--- config.mk ---
export PLATFORM = sky130hd
export DESIGN_NAME = scanout_ctrl
export DESIGN_NICKNAME = d
export VERILOG_FILES = /design/src/rtl/scanout_ctrl.sv
export SDC_FILE = /design/constraint.sdc
export NUM_CORES = 1
export LEC_CHECK = 0
export BUFFER_PORTS_ARGS = -buffer_cell sky130_fd_sc_hd__buf_2
export CORE_ASPECT_RATIO = 1.75
export CORE_MARGIN = 3
export CORE_UTILIZATION = 30
export DETAILED_ROUTE_END_ITERATION = 10
export GPL_ROUTABILITY_DRIVEN = 0
export GPL_TIMING_DRIVEN = 0
export PLACE_DENSITY = 0.49
export SETUP_SLACK_MARGIN = 0.3
export SLEW_MARGIN = 40
export SYNTH_ARGS = -nofsm -noshare
export SYNTH_HDL_FRONTEND = slang
export SYNTH_SLANG_ARGS = --single-unit
--- constraint.sdc ---
create_clock -name clk -period 1.57 [get_ports clk]
set_input_delay 0.0785 -clock clk [delete_from_list [all_inputs] [get_ports clk]]
set_output_delay 0.0785 -clock clk [all_outputs]
set_load 0.01 [all_outputs]
--- src/rtl/scanout_ctrl.sv ---
// Raster scan-out controller: h/v timing, linear video read address, registered
// pixel/sync outputs, and a frame-synchronous double-buffer flip handshake.
module scanout_ctrl #(
  parameter int ADDR_WIDTH = 8,
  parameter int DATA_WIDTH = 8,
  parameter int H_ACTIVE   = 16,
  parameter int H_BLANK    = 4,
  parameter int V_ACTIVE   = 16,
  parameter int V_BLANK    = 2
) (
  input  logic                  clk,
  input  logic                  rst,
  input  logic                  en,
  input  logic                  flip_req,
  output logic                  flip_ack,
  output logic                  switch,
  output logic [ADDR_WIDTH-1:0] vADDR,
  input  logic [DATA_WIDTH-1:0] vDATA,
  output logic [DATA_WIDTH-1:0] pix_out,
  output logic                  pix_valid,
  output logic                  hsync,
  output logic                  vsync,
  output logic                  frame_start
);
  localparam int H_TOTAL = H_ACTIVE + H_BLANK;
  localparam int V_TOTAL = V_ACTIVE + V_BLANK;
  localparam int HW = (H_TOTAL > 1) ? $clog2(H_TOTAL) : 1;
  localparam int VW = (V_TOTAL > 1) ? $clog2(V_TOTAL) : 1;
  localparam logic [HW-1:0] H_LAST = HW'(H_TOTAL - 1);
  localparam logic [VW-1:0] V_LAST = VW'(V_TOTAL - 1);
  localparam logic [HW-1:0] H_ACT  = HW'(H_ACTIVE);
  localparam logic [VW-1:0] V_ACT  = VW'(V_ACTIVE);

  typedef enum logic [1:0] {IDLE, PENDING, ACK} state_t;

  logic [HW-1:0]         h_q, h_d;
  logic [VW-1:0]         v_q, v_d;
  logic [ADDR_WIDTH-1:0] addr_q, addr_d;
  state_t                state_q, state_d;
  logic                  sw_q, sw_d;
  logic                  ack_q;
  logic                  h_last, v_last, wrap, active;

  assign h_last = (h_q == H_LAST);
  assign v_last = (v_q == V_LAST);
  assign wrap   = h_last && v_last;
  assign active = (h_q < H_ACT) && (v_q < V_ACT);

  always_comb begin
    h_d    = h_last ? '0 : h_q + HW'(1);
    v_d    = v_q;
    addr_d = addr_q;
    if (h_last) v_d = v_last ? '0 : v_q + VW'(1);
    if (wrap)        addr_d = '0;
    else if (active) addr_d = addr_q + ADDR_WIDTH'(1);
  end

  // The flip only commits on the wrap cycle, so the buffer never swaps mid-frame.
  always_comb begin
    state_d = state_q;
    sw_d    = sw_q;
    if (en) begin
      case (state_q)
        IDLE, PENDING: begin
          if (!flip_req) begin
            state_d = IDLE;
          end else if (wrap) begin
            state_d = ACK;
            sw_d    = ~sw_q;
          end else begin
            state_d = PENDING;
          end
        end
        ACK:     if (!flip_req) state_d = IDLE;
        default: state_d = IDLE;
      endcase
    end
  end

  always_ff @(posedge clk) begin
    if (rst) begin
      h_q         <= '0;
      v_q         <= '0;
      addr_q      <= '0;
      pix_out     <= '0;
      pix_valid   <= 1'b0;
      hsync       <= 1'b0;
      vsync       <= 1'b0;
      frame_start <= 1'b0;
      state_q     <= IDLE;
      sw_q        <= 1'b0;
      ack_q       <= 1'b0;
    end else if (en) begin
      h_q         <= h_d;
      v_q         <= v_d;
      addr_q      <= addr_d;
      pix_out     <= vDATA;
      pix_valid   <= active;
      hsync       <= (h_q >= H_ACT);
      vsync       <= (v_q >= V_ACT);
      frame_start <= (h_q == '0) && (v_q == '0);
      state_q     <= state_d;
      sw_q        <= sw_d;
      ack_q       <= (state_d == ACK);
    end
  end

  assign vADDR    = addr_q;
  assign switch   = sw_q;
  assign flip_ack = ack_q;
endmodule

== Word-level counts from Yosys, hierarchy flattened ==
Cells that the tools add are included.

* Register bits: 34
* Bits of input ports: 12
* Output and inout port bits: 22
* Logic and storage cells: 44

* Add/subtract/negate cells: 3
* $lt $le $gt $ge: 4
* Equality and inequality tests: 5
* Muxes and demuxes: 9
* Bitwise gates (word level): 1
* Reduce and logical (&&, ||, !) cells: 11

{| class="wikitable"
|+ Operators by type and width
! cell !! count
|-
| two-way mux 8 bit || 2
|-
| adder 5 x 1 -> 5 bit, second input constant || 2
|-
| equality test 5 bit, second input constant || 2
|-
| >= comparator 5 bit, second input constant || 2
|-
| zero test 5 bit || 2
|-
| < comparator 5 bit, second input constant || 2
|-
| two-way mux 5 bit || 2
|-
| adder 8 x 1 -> 8 bit, second input constant || 1
|-
| two-way mux 2 bit || 4
|-
| equality test 2 bit, second input constant || 2
|-
| case mux 2 bit (2 select lines) || 1
|-
| AND reduction 2 bit || 2
|-
| AND reduction 4 bit || 1
|-
| logical AND 1 bit || 3
|-
| equality test 2 x 1 -> 1 bit, second input constant || 1
|-
| zero test 2 bit || 1
|-
| nonzero test 2 bit || 1
|-
| OR reduction 2 bit || 1
|-
| inverter 1 bit || 1
|}

== Logic depth before layout (Yosys ltp) ==
Gate-level depths: netlist (run 1).

* Word-level depth: 7
* Depth in mapped cells: 6
* Depth with buffers taken out: 5

== Worst setup path after synthesis (run 1) ==
Ideal clock, no wire load.

* Kind: flip-flop to flip-flop
* From: reg v_q[1]
* To: reg addr_q[7], in the netlist vADDR[7]
* Arrival: 1.304 ns
* Path slack: 0.196 ns
* Stages on the path, launching flop included: 7
* Cells stage by stage: dfxtp_1 -> inv_1 -> ha_1 -> and4bb_2 -> a31o_2 -> buf_2 -> a21oi_1

* Longest elaborated chain between the ends: 4
* Elaborated cells on any way between the ends: 7
* Those cells by class: order compare: 1; eq/ne: 1; mux: 1; reduce/logical: 4

{| class="wikitable"
|+ Ends and longest elaborated chain
! what !! line !! source
|-
| from (decl) || 37 || <nowiki>logic [VW-1:0] v_q, v_d;</nowiki>
|-
| from (signal assigned) || 95 || <nowiki>v_q <= v_d;</nowiki>
|-
| < comparator 5 bit / equality test 5 bit (equally long branches) || 47, 45 ||
|-
| logical AND 1 bit, on equally long branches || 47, 46 ||
|-
| nonzero test 2 bit (no line) || - ||
|-
| AND reduction 2 bit (no line) || - ||
|-
| to (signal assigned) || 96 || <nowiki>addr_q <= addr_d;</nowiki>
|-
| to (decl) || 38 || <nowiki>logic [ADDR_WIDTH-1:0] addr_q, addr_d;</nowiki>
|}

Several ways; a longest one is shown, not always the timed one.
A chain may end at the register's enable or synchronous reset.

== Worst setup path in the final report (run 1) ==
* From: reg h_q[4]
* To: reg addr_q[2], in the netlist vADDR[2]

* Longest elaborated chain between the ends: 4
* Elaborated cells on any way between the ends: 7
* Those cells by class: order compare: 1; eq/ne: 1; mux: 1; reduce/logical: 4

{| class="wikitable"
|+ Ends and longest elaborated chain
! what !! line !! source
|-
| from (decl) || 36 || <nowiki>logic [HW-1:0] h_q, h_d;</nowiki>
|-
| from (signal assigned) || 82 || <nowiki>h_q <= '0;</nowiki>
|-
| from (signal assigned) || 94 || <nowiki>h_q <= h_d;</nowiki>
|-
| < comparator 5 bit / equality test 5 bit (equally long branches) || 47, 44 ||
|-
| logical AND 1 bit, on equally long branches || 47, 46 ||
|-
| nonzero test 2 bit (no line) || - ||
|-
| AND reduction 2 bit (no line) || - ||
|}

Several ways; a longest one is shown, not always the timed one.

==> impl_metrics.csv, run 1 <==
group,metric,value,unit
die,dieArea,6000,sq um
sta,grt_setup_unrepaired,"yes",
power_and_ir_drop,p_seq_share,51.1,%
drt,drt-wirelength-per-cell,14.0,microns
power_and_ir_drop,leakagePower,0.905,nW
finish,finalNetCount,240,
drt,drc,0,
grt,grt_overflow,0,
setup_path,crit_arrival,1610,ps
synthesis,syn_inst,167,
power_and_ir_drop,clockPowerShare,37.2,%
finish,utilization,45.7,%
finish,diodes,0,
clock_tree,numCtsBuffers,5,
power_and_ir_drop,pwr-share-comb,11.7,%
min_path,worst_hold_path_type,"in -> reg",
sta,setup_slack,180,ps
grt,grt_pass1_wl,6.36,mm
die,die_w,59.8,microns
clock_tree,clk_latency,290,ps
drt,drtAntennaViolNets,0,
drt,highest_layer,"met4",
drt,wl_met1,1.40,mm
clock_tree,cts_buffer_depth,2,
outcome,status,"complete, no violations",
grt,antenna_found_initial,0,
drt,wl_met2,2.15,mm
synthesis,synth_most_common_cell,"dfxtp_1",
synthesis,synth_ff_type,"dfxtp_1",
setup_path,start_kind,"flop",
clock_tree,htreeDepth,2,
synthesis,async_reset_ff_share,0,%
power_and_ir_drop,p_int,1.35,mW
die,coreArea,4790,sq um
drt,drt_iter0_markers,28,
clock_tree,clock-sinks,34,
sta,slew_headroom,70.3,%
clock_tree,cts-root-buf,"clkbuf_8",
synthesis,postSynthAreaPerCell,9.11,sq um
placed_design,numPortBuffers,33,
placed_design,place_hpwl,2.66,mm
synthesis,synth_seq_cells,34,
die,pin_count,34,
sta,min_period,1390,ps
die,start_util,31.8,%
sta,finalHoldViolCount,0,
setup_path,cp-end-kind,"flop",
synthesis,ys_types,30,
sta,worst_clock_skew,8.50,ps
synthesis,synth-xor-area-share,1.73,%
synthesis,netlist_area,1520,sq um
power_and_ir_drop,p_sw_share,24.4,%
power_and_ir_drop,ir_drop,0.000709,V
sta,fmax,720,MHz
power_and_ir_drop,switchingPower,0.435,mW
drt,drtPass1Iterations,4,
sta,tns,0,ps
power_and_ir_drop,power_density,815,nW/um^2
synthesis,yosys.area_share.simple,22.5,%
finish,layout-drive-gt1-share,43.9,%
placed_design,postPlaceCellArea,1820,sq um
synthesis,synthMuxAreaShare,8.63,%
setup_path,path_max_fanout,6,
drt,viasPerCell,5.11,
synthesis,yosys-top-cells-count,"dfxtp_1, a21oi_1, nor2_1, mux2i_1, o21ai_0",
setup_path,reg2reg_slack,180,ps
synthesis,ys_top_cells_by_area,"dfxtp_1, mux2i_1, ha_1, a21oi_1, o21ai_0",
synthesis,synthesis.nets,185,
setup_path,path_class,"reg -> reg",
drt,via_count,1406,
drt,wl,3.85,mm
die,die_height,100,microns
placed_design,post-place-cells,252,
finish,final_cells,275,
grt,grtUsageTotal,13.7,%
grt,grt_pass1_vias,1418,
die,num_rows,33,
finish,area_delta_synth_final,43.8,%
synthesis,synth_compound_area_share,12.8,%
synthesis,synth_seq_area_share,44.7,%
synthesis,synth_top_family_by_area,"simple AND/OR/NAND/NOR gates",
sta,finalSetupViolCount,0,
placed_design,dp_slack,131,ps
finish,fin_area,2190,sq um
synthesis,ys_warn_count,0,
sta,worstMarginPinSlew,445,ps
clock_tree,clkTransAtPathRegs,70,ps
clock_tree,cts_tree,"yes",
job,cap_viol_max_count,0,
synthesis,synth.largest_area_cell,"dfxtp_1",
synthesis,synth_adder_area_share,4.93,%
synthesis,synth_edf_count,0,
sta,period_share,88.5,%
setup_path,cp_data_required_time,1790,ps
drt,route.met3.wl,189,microns
synthesis,synth_top_area_share,44.7,%
sta,finalMaxSlewViolations,0,
grt,grt_max_degree,11,
[repair_timing]
item	CTS	global route
hold buffers	0	0
endpoints found under the setup margin	22	21
hold endpoints to repair	0	0
cloned	1	0
buffers inserted	11	3
pin swaps	4	4
gates resized for setup	19	15
[critical path, cell delays in order, from the launching register on]
cell and delay, ps:
dfxtp_4 350, or3b_1 380, buf_6 140, or3_4 320, a21oi_2 130
[power groups by stage]
stage | sequential (mW) | combinational, mW | clock, mW
global placement | 0.934 | 0.162 | 0
global route | 0.914 | 0.231 | 0.713
finish | 0.911 | 0.209 | 0.663
detailed placement | 0.936 | 0.165 | 0
CTS | 0.911 | 0.202 | 0.684
floorplan | 0.944 | 0.0938 | 0
[layout make-up]
type / count / area [sq um]
buffer: 9 / 78.8
clock inverter: 1 / 5.00
inverter: 8 / 30.0
timing repair buffer: 48 / 294
multi-input combinational: 116 / 930
tap: 52 / 65.1
sequential: 34 / 699
clock buffer: 7 / 86.3
fill: 475 / 2600
[sequential cells by signal, indices dropped and copies added (netlist names)]
| name | count |
|---|---|
| state_q | 2 |
| hsync | 1 |
| frame_start | 1 |
| switch | 1 |
| pix_valid | 1 |
| vADDR | 8 |
| flip_ack | 1 |
| vsync | 1 |
| v_q | 5 |
| pix_out | 8 |
| h_q | 5 |
[metal layers]
layer  global-route usage, %  up-vias
li1                        -      705
met3                    3.99       11
met5                       0        -
met2                    24.8       35
met1                    14.1      655
met4                    5.29        0
[stage by stage]
step / hold WS, ps / power, mW
3_3_place_gp: 314 / 1.10
3_5_place_dp: 329 / 1.10
5_1_grt: 58.0 / 1.86
4_1_cts: 26.4 / 1.80
2_1_floorplan: 226 / 1.04
6_report: 27.2 / 1.78
[path summary, 6_finish.rpt]
check	from	endpoint	cells after the start
worst max-delay path	h_q[4]$_SDFFE_PP0P_	vADDR[2]$_SDFFE_PP0P_	4
worst max register to register	h_q[4]$_SDFFE_PP0P_	vADDR[2]$_SDFFE_PP0P_	4
worst min-delay path	vDATA[2]	pix_out[2]$_SDFFE_PP0P_	3
worst min register to register	pix_valid$_SDFFE_PP0P_	pix_valid$_SDFFE_PP0P_	2
[cell families (layout without fill, tap and decap cells)]
family / count (synthesis) / count (layout)
flip-flops: 34 / 34
AO/OA/AOI/OAI: 34 / 34
AND/OR/NAND/NOR: 60 / 60
adder cells (fa/ha/maj): 6 / 6
buffers and inverters: 17 / 73
multiplexers: 13 / 13
XOR/XNOR: 3 / 3
[placed cells by master (no fill, tap or decap), types with 2 or more instances in the layout]
| master | instances |
|---|---|
| nor2_4 | 2 |
| nand3_1 | 4 |
| or3_1 | 5 |
| buf_6 | 2 |
| dfxtp_4 | 4 |
| a31o_4 | 2 |
| nand2_1 | 8 |
| xor2_1 | 2 |
| buf_2 | 36 |
| buf_4 | 13 |
| dfxtp_1 | 27 |
| clkbuf_1 | 2 |
| nor2_1 | 12 |
| o31ai_2 | 2 |
| o21ai_0 | 12 |
| clkbuf_8 | 7 |
| or4_1 | 3 |
| nand4_1 | 6 |
| ha_4 | 2 |
| nor2b_1 | 6 |
| a21oi_1 | 4 |
| ha_1 | 4 |
| nor3_1 | 4 |
| a21oi_2 | 10 |
| inv_1 | 7 |
| mux2i_1 | 12 |
| or3_4 | 2 |
| dfxtp_2 | 3 |
| buf_1 | 2 |
No activity file was read; power rests on OpenSTA's default activity.
==> run 2, diff against run 1 <==
--- a/config.mk
+++ b/config.mk
@@ -13,6 +13,7 @@
 export GPL_ROUTABILITY_DRIVEN = 0
 export GPL_TIMING_DRIVEN = 0
 export PLACE_DENSITY = 0.49
+export REMOVE_ABC_BUFFERS = 1
 export SETUP_SLACK_MARGIN = 0.3
 export SLEW_MARGIN = 40
 export SYNTH_ARGS = -nofsm -noshare
==> impl_metrics.csv, run 2 (synthesis results as in run 1) <==
group,metric,value,unit
drt,via_count,1350,
sta,finalMaxSlewViolations,0,
setup_path,r2r_cells,5,
job,cap_viol_max_count,0,
die,die_height,100,microns
grt,grt_pass1_wl,5.78,mm
min_path,worst_hold_path_type,"in -> reg",
setup_path,r2r-start,"v_q[1]$_SDFFE_PP0P_",
finish,final_common_cell,"buf_2",
drt,highest_layer,"met4",
sta,grt_setup_unrepaired,"yes",
clock_tree,numCtsBuffers,5,
setup_path,reg2reg_slack,260,ps
clock_tree,clock-sinks,34,
setup_path,cp_slowest_cell,"dfxtp_2",
sta,finalSetupViolCount,0,
power_and_ir_drop,leakagePower,0.843,nW
finish,finalNetCount,228,
die,num_rows,33,
setup_path,critPathLaunch,"v_q[1]$_SDFFE_PP0P_",
die,start_util,31.8,%
setup_path,slowest_delay,330,ps
drt,drt_iter0_markers,66,
die,dieArea,6000,sq um
sta,fmax,762,MHz
outcome,status,"complete, no violations",
placed_design,numPortBuffers,33,
setup_path,cp_data_required_time,1750,ps
finish,utilization,42.5,%
placed_design,place_hpwl,2.28,mm
drt,wl,3.34,mm
grt,grt_max_degree,26,
finish,seq_area,703,sq um
sta,min_period,1310,ps
drt,drc,0,
die,die_w,59.8,microns
setup_path,path_max_fanout,4,
sta,worstMarginPinSlew,494,ps
power_and_ir_drop,power_density,859,nW/um^2
setup_path,start_kind,"flop",
finish,layout-drive-gt1-share,38.9,%
finish,layout_common_cells,"buf_2, dfxtp_1, nor2_1",
grt,antenna_found_initial,0,
sta,period_share,83.5,%
setup_path,worstPathCellList,"inv_2 > ha_1 > and4bb_2 > nand4_1 > mux2_2",
drt,drt-wirelength-per-cell,12.7,microns
drt,wl_met1,1.35,mm
setup_path,crit_arrival,1490,ps
setup_path,cp-end-kind,"flop",
clock_tree,holdBufCountCts,0,
power_and_ir_drop,ir_drop,0.000630,V
grt,grt_pass1_vias,1297,
setup_path,path_class,"reg -> reg",
clock_tree,cts_tree,"yes",
min_path,min_to,"pix_out[3]$_SDFFE_PP0P_",
placed_design,postPlaceCellArea,1710,sq um
finish,multiInputGateArea,868,sq um
grt,grtUsageTotal,12.2,%
grt,grt_overflow,0,
finish,fin_area,2040,sq um
die,coreArea,4790,sq um
clock_tree,cts_buffer_depth,2,
clock_tree,htreeDepth,2,
drt,drtPass1Iterations,5,
clock_tree,clk_latency,280,ps
min_path,hold_start,"vDATA[3]",
min_path,holdPathStages,3,
finish,diodes,0,
sta,worst_clock_skew,3.00,ps
drt,wl_met2,1.77,mm
die,pin_count,34,
drt,route.met3.wl,187,microns
clock_tree,clkTransAtPathRegs,70,ps
setup_path,rr_endpoint,"switch$_SDFFE_PP0P_",
finish,area_delta_synth_final,33.8,%
drt,drtAntennaViolNets,0,
sta,slew_headroom,67.0,%
finish,num-fill-cells,482,
sta,finalHoldViolCount,0,
setup_path,worst-path-buf-inv,1,
clock_tree,cts-root-buf,"clkbuf_8",
drt,viasPerCell,5.13,
setup_path,path_delay_family,"simple AND/OR/NAND/NOR gates",
[run 2: cell types whose count changed in the layout (fill, tap and decap cells not counted), moves of 2 or more]
cell | before | now
a21oi_1 | 4 | 12
buf_2 | 36 | 32
buf_1 | 2 | 0
a21oi_2 | 10 | 2
dfxtp_2 | 3 | 6
nor2_1 | 12 | 14
dfxtp_1 | 27 | 24
nor2_4 | 2 | 0
buf_4 | 13 | 9
[run 2: final cells by class]
cell class / count / share of cell area, %
inverters: 8 / 1.48
clock buffers: 7 / 4.24
flip-flops and latches: 34 / 34.5
well taps: 52 / 3.20
multi-input cells: 116 / 42.7
repair buffers: 45 / 13.6
clock inverters: 1 / 0.246
[run 2: repair_timing]
item | CTS | global route
pin swaps | 15 | 6
gates resized for setup | 24 | 13
endpoints found under the setup margin | 22 | 21
buffers inserted | 10 | 2
[run 2: power breakdown]
part | total [mW] | internal, mW | switching [mW]
combinational | 0.176 | 0.0865 | 0.0896
clock | 0.661 | 0.354 | 0.308
sequential | 0.912 | 0.890 | 0.0223
total | 1.75 | 1.33 | 0.420
[run 2: worst max path at each step]
stage,cells after the start,slack [ps],end
detailed placement,4,-200,vADDR[7]$_SDFFE_PP0P_
global route,5,190,flip_ack$_SDFFE_PP0P_
finish,5,260,switch$_SDFFE_PP0P_
CTS,3,230,v_q[2]$_SDFFE_PP0P_
global placement,4,-140,vADDR[7]$_SDFFE_PP0P_
floorplan,3,80,vADDR[5]$_SDFFE_PP0P_
[run 2: routing by layer]
metal	GRT usage (%)	vias up
met5	0	-
met3	3.47	4
met4	4.61	0
met1	13.9	626
met2	20.9	38
li1	-	682
[run 2: worst reg2reg max path, cell delays in order (launching register included)]
cell,delay (ps)
dfxtp_2,330
inv_2,40
ha_1,160
and4bb_2,270
nand4_1,90
mux2_2,330
[run 2: metrics by stage]
stage	power, mW	TNS [ps]	setup WS (ps)	hold WS (ps)	std cells
finish	1.75	0	258	26.8	263
global route	1.84	0	187	29.6	263
CTS	1.77	0	225	21.4	261
detailed placement	1.08	-646	-203	321	243
global placement	1.08	-325	-137	314	243
floorplan	1.01	0	82.8	148	158
==> run 3, diff against run 2 <==
--- a/config.mk
+++ b/config.mk
@@ -5,6 +5,7 @@
 export SDC_FILE = /design/constraint.sdc
 export NUM_CORES = 1
 export LEC_CHECK = 0
+export ABC_AREA = 1
 export BUFFER_PORTS_ARGS = -buffer_cell sky130_fd_sc_hd__buf_2
 export CORE_ASPECT_RATIO = 1.75
 export CORE_MARGIN = 3
@@ -12,7 +13,7 @@
 export DETAILED_ROUTE_END_ITERATION = 10
 export GPL_ROUTABILITY_DRIVEN = 0
 export GPL_TIMING_DRIVEN = 0
-export PLACE_DENSITY = 0.49
+export PLACE_DENSITY = 0.51
 export REMOVE_ABC_BUFFERS = 1
 export SETUP_SLACK_MARGIN = 0.3
 export SLEW_MARGIN = 40
==> constraint.sdc (replaced) <==
create_clock -name clk -period 1.1 [get_ports clk]
set_input_delay 0.055 -clock clk [delete_from_list [all_inputs] [get_ports clk]]
set_output_delay 0.055 -clock clk [all_outputs]
set_load 0.01 [all_outputs]
==> impl_metrics.csv, run 3 <==
group,metric,value,unit
clock_tree,clkTransAtPathRegs,70,ps
synthesis,synth_ff_type,"dfxtp_1",
grt,antenna_found_initial,0,
outcome,violations,"setup timing",
synthesis,netlist_area,1600,sq um
setup_path,cp_slowest_cell,"dfxtp_2",
finish,finalNetCount,295,
die,dieArea,6260,sq um
finish,fin_area,2570,sq um
grt,grtUsageTotal,14.3,%
drt,wl_met1,1.59,mm
power_and_ir_drop,ir_drop,0.000822,V
synthesis,synth_top_family_by_area,"simple AND/OR/NAND/NOR gates",
setup_path,worst-path-buf-inv,0,
drt,drtAntennaViolNets,0,
sta,finalMaxSlewViolations,0,
die,coreArea,5060,sq um
setup_path,cp-end-kind,"flop",
synthesis,synth_top_area_share,42.7,%
setup_path,path_delay_family,"simple AND/OR/NAND/NOR gates",
finish,seq_area,733,sq um
drt,drt-wirelength-per-cell,12.6,microns
drt,wl_met2,2.37,mm
die,start_util,31.5,%
sta,worst_clock_skew,5.46,ps
synthesis,synthMuxAreaShare,0,%
finish,diodes,0,
clock_tree,numCtsBuffers,5,
sta,setup_slack,-242,ps
setup_path,path_max_fanout,8,
finish,final_common_cell,"nor2_1",
finish,num-fill-cells,464,
drt,via_count,1558,
die,die_w,61.1,microns
drt,drtPass1Iterations,4,
synthesis,synth_seq_area_share,42.7,%
sta,finalSetupViolCount,22,
grt,grt_pass1_wl,6.83,mm
synthesis,synth.largest_area_cell,"dfxtp_1",
power_and_ir_drop,power_density,1200,nW/um^2
synthesis,synth-xor-area-share,4.39,%
clock_tree,cts_tree,"yes",
setup_path,crit_path_frequent_cell,"nor2_1",
synthesis,ys_warn_count,0,
synthesis,ys_top_cells_by_area,"dfxtp_1, nor2_1, nand2_1, ha_1, o21ai_0",
setup_path,crit_arrival,1520,ps
synthesis,yosys-top-cells-count,"nor2_1, nand2_1, dfxtp_1, inv_1, o21ai_0",
synthesis,synth_compound_area_share,9.57,%
grt,grt_overflow,0,
setup_path,slowest_delay,360,ps
drt,drt_iter0_markers,32,
power_and_ir_drop,power.total,3.09,mW
finish,layout_common_cells,"nor2_1, nand2_1, buf_6",
power_and_ir_drop,leakagePower,1.09,nW
drt,drc,0,
sta,finalHoldViolCount,0,
min_path,worst_hold_path_type,"in -> reg",
grt,grt_pass1_vias,1531,
grt,grt_max_degree,21,
placed_design,place_hpwl,2.59,mm
synthesis,synth_adder_area_share,4.71,%
placed_design,numPortBuffers,33,
synthesis,syn_inst,217,
sta,worstMarginPinSlew,618,ps
clock_tree,cts_buffer_depth,2,
clock_tree,htreeDepth,2,
drt,viasPerCell,4.69,
placed_design,postPlaceCellArea,1790,sq um
sta,grt_setup_unrepaired,"yes",
synthesis,synth_seq_cells,34,
setup_path,r2r_cells,8,
sta,fmax,745,MHz
synthesis,async_reset_ff_share,0,%
die,pin_count,34,
drt,highest_layer,"met4",
sta,min_period,1340,ps
die,num_rows,34,
sta,slew_headroom,58.8,%
synthesis,yosys.area_share.simple,31.6,%
setup_path,path_class,"reg -> reg",
drt,wl,4.17,mm
setup_path,crit_cells,8,
setup_path,start_kind,"flop",
finish,area_delta_synth_final,61.0,%
outcome,status,"complete, but fails checks",
finish,layout-drive-gt1-share,48.9,%
clock_tree,clk_latency,290,ps
sta,period_share,122,%
clock_tree,clock-sinks,34,
setup_path,worstPathCellList,"ha_4 > nand2_4 > nor2_4 > nand3_4 > nand2_8 > nor2_1 > nor2_1 > nor2_1",
synthesis,ys_types,21,
synthesis,synth_most_common_cell,"nor2_1",
min_path,holdPathStages,2,
job,cap_viol_max_count,0,
drt,route.met3.wl,141,microns
finish,multiInputGateArea,1020,sq um
clock_tree,cts-root-buf,"clkbuf_8",
die,die_height,102,microns
setup_path,cp_data_required_time,1270,ps
synthesis,postSynthAreaPerCell,7.35,sq um
synthesis,synth_edf_count,0,
-- run 3: cell types whose count changed in the layout (fill, tap and decap cells not counted), moves of 12 or more --
cell	delta
buf_2	-21
nand2_1	+25
dfxtp_1	-20
nor2_1	+24
mux2i_1	-12
buf_6	+24
dfxtp_2	+18
-- run 3: cells by family (layout without fill, tap and decap cells) --
group                    Yosys count  count (layout)
AO/OA/AOI/OAI                     29              29
adder cells (fa/ha/maj)            6               6
buffers and inverters             25              86
XOR/XNOR                           8               8
flip-flops                        34              34
AND/OR/NAND/NOR                  115             115
-- run 3: path summary, 6_finish.rpt --
| check | start | to | slack, ps |
|---|---|---|---|
| min reg2reg | state_q[0]$_SDFFE_PP0P_ | state_q[0]$_SDFFE_PP0P_ | 460 |
| max | h_q[1]$_SDFFE_PP0P_ | vADDR[7]$_SDFFE_PP0P_ | -240 |
| max reg2reg | h_q[1]$_SDFFE_PP0P_ | vADDR[7]$_SDFFE_PP0P_ | -240 |
| min | rst | vADDR[7]$_SDFFE_PP0P_ | 110 |
-- run 3: layer usage --
| layer | GRT usage [%] | up-vias |
|---|---|---|
| met5 | 0 | - |
| met4 | 4.51 | 0 |
| met3 | 3.41 | 7 |
| met2 | 26.1 | 28 |
| met1 | 15.7 | 717 |
| li1 | - | 806 |
-- run 3: stage by stage --
stage	instances	utilization (%)	setup slack [ps]	setup TNS [ps]	hold slack [ps]
after floorplan	212	-	-203	-2200	124
after global placement	299	35.4	-496	-6760	278
after detailed placement	299	35.4	-481	-6770	283
after CTS	325	46.9	-208	-2800	107
after global routing	332	50.7	-330	-5580	125
final	332	50.7	-242	-3800	107
-- run 3: what timing repair did --
action | 4_1_cts | 5_1_grt
pin swaps | 16 | 11
gates resized for setup | 87 | 36
endpoints found under the setup margin | 47 | 54
buffers inserted | 10 | 7
endpoints found under the hold margin | 8 | 0
hold buffers | 8 | 0
-- run 3: final cells by class --
cell class	count	area share (%)
Tap cell	54	2.63
Timing Repair Buffer	58	20.5
Sequential cell	34	28.5
Multi-Input combinational cell	158	39.8
Inverter	20	3.02
Clock inverter	2	2.34
Clock buffer	6	3.21
-- run 3: worst register-to-register path, cell delays in order (launching register included) --
cell and delay (ps):
dfxtp_2 360, ha_4 160, nand2_4 50, nor2_4 190, nand3_4 160, nand2_8 120, nor2_1 40, nor2_1 90
nor2_1 40
-- run 3: where the power goes --
part	total, mW	switching, mW	internal (mW)
combinational	0.340	0.175	0.165
sequential	1.31	0.0377	1.27
clock	1.44	0.472	0.967
total	3.09	0.685	2.40
